<file path="src/rtl/muldiv_pkg.sv">
// muldiv_pkg: function codes, ALUOp class and FSM encoding shared by the muldiv unit
package muldiv_pkg;
   localparam logic [5:0] MULTU = 6'b011001;
   localparam logic [5:0] DIVU = 6'b011011;
   localparam logic [5:0] MFHI = 6'b010000;
   localparam logic [5:0] MFLO = 6'b010010;
   localparam logic [1:0] ALUOP_RTYPE = 2'b10;
   typedef enum logic [1:0] {IDLE, MUL, DIV} state_t;
endpackage

</file>
<file path="src/rtl/muldiv_step.sv">
// muldiv_step: one shift-add multiply or restoring divide iteration over {acc, low}
module muldiv_step import muldiv_pkg::*; #(
   parameter int WIDTH = 32
) (
   input  state_t           mode,
   input  logic [WIDTH:0]   acc,
   input  logic [WIDTH-1:0] low,
   input  logic [WIDTH-1:0] opnd,
   output logic [WIDTH:0]   acc_n,
   output logic [WIDTH-1:0] low_n
);
   logic [WIDTH:0] sum;
   logic [WIDTH+1:0] sh, trial;
   always_comb begin
      sum = acc + {1'b0, low[0] ? opnd : {WIDTH{1'b0}}};
      sh = {acc, low[WIDTH-1]};
      trial = sh - {2'b00, opnd};
      acc_n = (mode == DIV) ? (trial[WIDTH+1] ? sh[WIDTH:0] : trial[WIDTH:0]) : {1'b0, sum[WIDTH:1]};
      low_n = (mode == DIV) ? {low[WIDTH-2:0], ~trial[WIDTH+1]} : {sum[0], low[WIDTH-1:1]};
   end
endmodule

</file>
<file path="src/rtl/muldiv_sequencer.sv">
// muldiv_sequencer: multi-cycle MULTU/DIVU controller with HI/LO registers and pipeline stall
module muldiv_sequencer import muldiv_pkg::*; #(
   parameter int WIDTH = 32,
   parameter int CNT_W = 6
) (
   input  logic             clk,
   input  logic             reset,
   input  logic             start,
   input  logic [1:0]       ALUOp,
   input  logic [5:0]       function_field,
   input  logic [WIDTH-1:0] operand_a,
   input  logic [WIDTH-1:0] operand_b,
   output logic             stall,
   output logic             busy,
   output logic             done,
   output logic             div_by_zero,
   output logic [WIDTH-1:0] hi,
   output logic [WIDTH-1:0] lo,
   output logic [WIDTH-1:0] mf_data
);
   state_t state, state_n;
   logic [CNT_W-1:0] counter;
   logic [WIDTH:0] acc, acc_n;
   logic [WIDTH-1:0] low, low_n, opnd;
   logic rtype, is_mul, is_div, is_mf, accept;
   assign rtype = ALUOp == ALUOP_RTYPE;
   assign is_mul = rtype && function_field == MULTU;
   assign is_div = rtype && function_field == DIVU;
   assign is_mf = rtype && (function_field == MFHI || function_field == MFLO);
   assign accept = state == IDLE && start && (is_mul || is_div);
   muldiv_step #(.WIDTH(WIDTH)) u_step (
      .mode(state), .acc(acc), .low(low), .opnd(opnd), .acc_n(acc_n), .low_n(low_n)
   );
   always_ff @(posedge clk)
      if (reset) state <= IDLE;
      else state <= state_n;
   always_comb begin
      state_n = state;
      if (state == IDLE) state_n = accept ? (is_mul ? MUL : (operand_b != '0 ? DIV : IDLE)) : IDLE;
      else if (counter == '0) state_n = IDLE;
   end
   always_comb begin
      busy = state != IDLE;
      stall = busy && start && (is_mul || is_div || is_mf);
      mf_data = (rtype && function_field == MFHI) ? hi : (rtype && function_field == MFLO) ? lo : '0;
   end
   // A zero divisor resolves at acceptance; the datapath is loaded but never iterated.
   always_ff @(posedge clk) begin
      if (reset) begin
         counter <= '0;
         acc <= '0;
         low <= '0;
         opnd <= '0;
         hi <= '0;
         lo <= '0;
         done <= 1'b0;
         div_by_zero <= 1'b0;
      end else begin
         done <= 1'b0;
         div_by_zero <= 1'b0;
         if (state == IDLE) begin
            if (accept) begin
               counter <= CNT_W'(WIDTH - 1);
               acc <= '0;
               opnd <= is_mul ? operand_a : operand_b;
               low <= is_mul ? operand_b : operand_a;
               if (is_div && operand_b == '0) begin
                  hi <= operand_a;
                  lo <= '1;
                  done <= 1'b1;
                  div_by_zero <= 1'b1;
               end
            end
         end else begin
            counter <= counter - 1'b1;
            acc <= acc_n;
            low <= low_n;
            if (counter == '0) begin
               hi <= acc_n[WIDTH-1:0];
               lo <= low_n;
               done <= 1'b1;
            end
         end
      end
   end
endmodule

</file>
<file path="config.mk">
export PLATFORM = sky130hd
export DESIGN_NAME = muldiv_sequencer
export DESIGN_NICKNAME = d
export VERILOG_FILES = /design/src/rtl/muldiv_pkg.sv /design/src/rtl/muldiv_step.sv /design/src/rtl/muldiv_sequencer.sv
export SDC_FILE = /design/constraint.sdc
export NUM_CORES = 1
export LEC_CHECK = 0
export BUFFER_PORTS_ARGS = -buffer_cell sky130_fd_sc_hd__buf_2
export CAP_MARGIN = 15
export CORE_ASPECT_RATIO = 1.1
export CORE_MARGIN = 2
export CORE_UTILIZATION = 45
export CTS_BUF_LIST = sky130_fd_sc_hd__clkbuf_8
export DETAILED_ROUTE_END_ITERATION = 10
export GPL_TIMING_DRIVEN = 0
export PLACE_DENSITY = 0.72
export SYNTH_ARGS = -nofsm -noshare
export SYNTH_HDL_FRONTEND = slang
export SYNTH_SLANG_ARGS = --single-unit
</file>
<file path="constraint.sdc">
create_clock -name clk -period 6.99 [get_ports clk]
set_input_delay 1.0485 -clock clk [delete_from_list [all_inputs] [get_ports clk]]
set_output_delay 1.0485 -clock clk [all_outputs]
set_load 0.02 [all_outputs]
</file>
==> results.toml <==
[power]
irDropWorstVdd_mv = 0.141
power-per-cell-area_nw_per_um2 = 135
p_leak_nw = 5.97

[placed_design]
place.gp.congestion = 1.03
dpl_cell_area_um2 = 13300
dpl.cell_count = 2162
hpwl_mm = 35.1
pre_cts_slack_ns = 2.67
portBuffers = 173

[global_route]
grt_start_max_net_pins = 19
grt-ovfl-total = 0
grt_pass1_wl_mm = 68.5
antenna_found_initial = 1
grt_usage_pct = 30.9
grt_pass1_vias = 12400

[sta]
clock-skew-final_ns = 0.0229
holdWs_ns = 0.510
period_share_pct = 63.7
slew_headroom_pct = 26.9
grt_setup_unrepaired = "false"
timing.final.ws_setup_ns = 2.54
worstMarginPinSlew_ns = 1.09
hold_violations = 0
fmax_ghz = 0.225
fin_setup_tns_ns = 0
post-route-min-period_ns = 4.45
setup_violations = 0
slew_viol_final = 0

[worst_setup_path]
cp_data_required_time_ns = 7.33
path_max_fanout = 10
worst-r2r-setup-slack_ns = 2.54
rr_endpoint = "hi[31]"
ff2ff_path_depth = 15
end_kind = "flop"
setup.worst_path.class = "flop to flop"
cp_data_arrival_time_ns = 4.79
start_kind = "flop"
worstReg2RegStart = "low[0]"

[final_layout]
regArea_um2 = 3420
fill_cells = 2632
multi_input_area_um2 = 7900
final_layout_size_suffix_gt1_share_pct = 13.2
nets = 1972
instances_no_fill = 2195
area_delta_synth_final_pct = 14.1
final_area_um2 = 13700

[min_path]
min_path_type = "flop to flop"
min-delay-start = "acc[9]"
hold-path-endpoint = "acc[9]"
holdPathStages = 2

[cts]
cts.sinks = 171
cts_buffers = 17
clk_pin_slew_worst_paths_ns = 0.12
hold_buffers = 0
post-cts-setup-buffer-count = 0
h-tree-depth = 4
clk-insertion-delay-late_ns = 0.49
cts_tree = "yes"
root_buffer = "clkbuf_8"
cts_resized = 0
cts.path.max_buffers = 2

[synth]
synth_fa_ha_area_share_pct = 7.21
yosysWarnings = 0
avgSynthCellArea_um2 = 7.33
synth_edf_count = 0
async_reset_ff_share_pct = 0
yosysUniqueCellTypes = 78
synth_ff_type = "dfxtp_1"
synthXorXnorAreaFrac_pct = 3.58
synth_compound_area_share_pct = 27.8
ys_seq_area_share_pct = 28.5
synthSimpleGateAreaFrac_pct = 22.7
synthMuxAreaShare_pct = 4.57
synth_top_family_by_area = "compound AO/OA/AOI/OAI gates"
syn_inst = 1637
ys_seq_elements = 171
syn_area_um2 = 12000
syn_nets = 1780

[route]
drcViolationCount = 0
vias = 13400
wl_per_cell_um = 20.3
wl_mm = 44.6
drt_iter0_drc = 1631
viasPerCell = 6.10
dr.pass1.iters = 6
ant_nets = 0

[die]
die_h_um = 175
core_um2 = 26100
die_area_um2 = 28000
io_pins = 175
fp.dieW_um = 160
num_rows = 62
initial_core_util_pct = 45.9

[status]
status = "complete, no violations"

[run]
max_cap_viol_count = 0
sequential cells by signal (all words and copies together), names as in the netlist:
signal       count
acc             33
done             1
opnd            32
state            2
div_by_zero      1
lo              32
counter          6
hi              32
low             32
metal layers:
layer	GRT usage (%)	wire length, µm
met3	5.55	4560
met4	11.9	1720
met5	0	0
met1	40.5	18000
met2	50.6	20300
cells by family (layout without fill, tap and decap cells):
logic type	after synthesis	in the layout
buf+inv	166	371
simple gates	629	629
compound gates	500	500
mux	54	54
xor+xnor	49	49
other cells	0	1
flops	171	171
fa+ha+maj	68	68
through the flow:
stage,util [%],power [mW]
after floorplan,-,1.10
after global placement,50.9,1.17
after detailed placement,50.9,1.17
after CTS,52.4,1.85
after global routing,52.4,1.91
final,52.4,1.85
Yosys cell counts, types with 9 or more instances:
cell type	number	area (µm²)
inv_1	53	199
o21a_1	13	97.6
xnor2_1	30	263
a311oi_1	67	587
xor2_1	19	166
nand3_1	13	65.1
a221oi_1	10	87.6
dfxtp_1	171	3420
clkbuf_1	90	338
nand4_1	16	100
o21bai_1	9	67.6
mux2i_1	48	480
a21oi_1	180	901
ha_1	66	826
nand2b_1	11	68.8
a211oi_1	46	345
o21ai_0	47	235
a31oi_1	10	62.6
nand2_1	212	796
a21o_1	28	210
nor3_1	13	65.1
nor2_1	275	1030
o22ai_1	32	200
nor4_1	14	87.6
and2_1	38	238
layout by cell type (no fill, tap or decap), types with 9 or more instances in the layout:
master      n
nor2_1    275
nand2_1   212
buf_2     180
a21oi_1   180
dfxtp_1   171
clkbuf_1   90
a311oi_1   67
ha_1       66
inv_1      54
mux2i_1    48
o21ai_0    47
a211oi_1   46
and2_1     38
o22ai_1    32
xnor2_1    30
a21o_1     28
xor2_1     19
clkbuf_8   17
nand4_1    16
nor4_1     14
nor3_1     13
nand3_1    13
o21a_1     13
nand2b_1   11
a221oi_1   10
a31oi_1    10
o21bai_1    9
report_power, final:
part / leakage, nW / switching (mW) / total (mW) / internal [mW]
Sequential: 1.38 / 0.00318 / 0.979 / 0.976
Combinational: 4.40 / 0.112 / 0.177 / 0.0642
Clock: 0.197 / 0.431 / 0.698 / 0.267
Total: 5.97 / 0.546 / 1.85 / 1.31
how the worst max path moves through the flow:
stage	to	slack, ns	start
after CTS	hi[31]	2.63	low[0]
after floorplan	mf_data[10]	3.66	function_field[2]
after global routing	acc[31]	2.28	low[0]
after detailed placement	hi[31]	2.67	low[0]
final	hi[31]	2.54	low[0]
after global placement	hi[31]	2.69	low[0]
critical path, stage by stage (launching register included):
cell      delay [ns]
dfxtp_1         0.51
clkbuf_1        0.44
and2_1          0.20
ha_1            0.19
inv_1           0.06
fa_1            0.38
nand2b_1        0.22
a211oi_1        0.44
o211ai_1        0.29
a31oi_1         0.27
nor2_1          0.13
o21ai_1         0.29
o221ai_1        0.21
mux2i_1         0.15
a221oi_1        0.39
a211oi_1        0.14
area by class of cell:
type	instances	area share [%]
clock buffer	17	1.71
tap	352	3.22
antenna	1	0.0183
inverter	54	1.48
sequential	171	25.0
multi-input combinational	1300	57.7
clock inverter	15	1.06
buffer	112	3.50
timing repair buffer	173	6.32
Note: power is estimated with default switching activity, not from simulation.
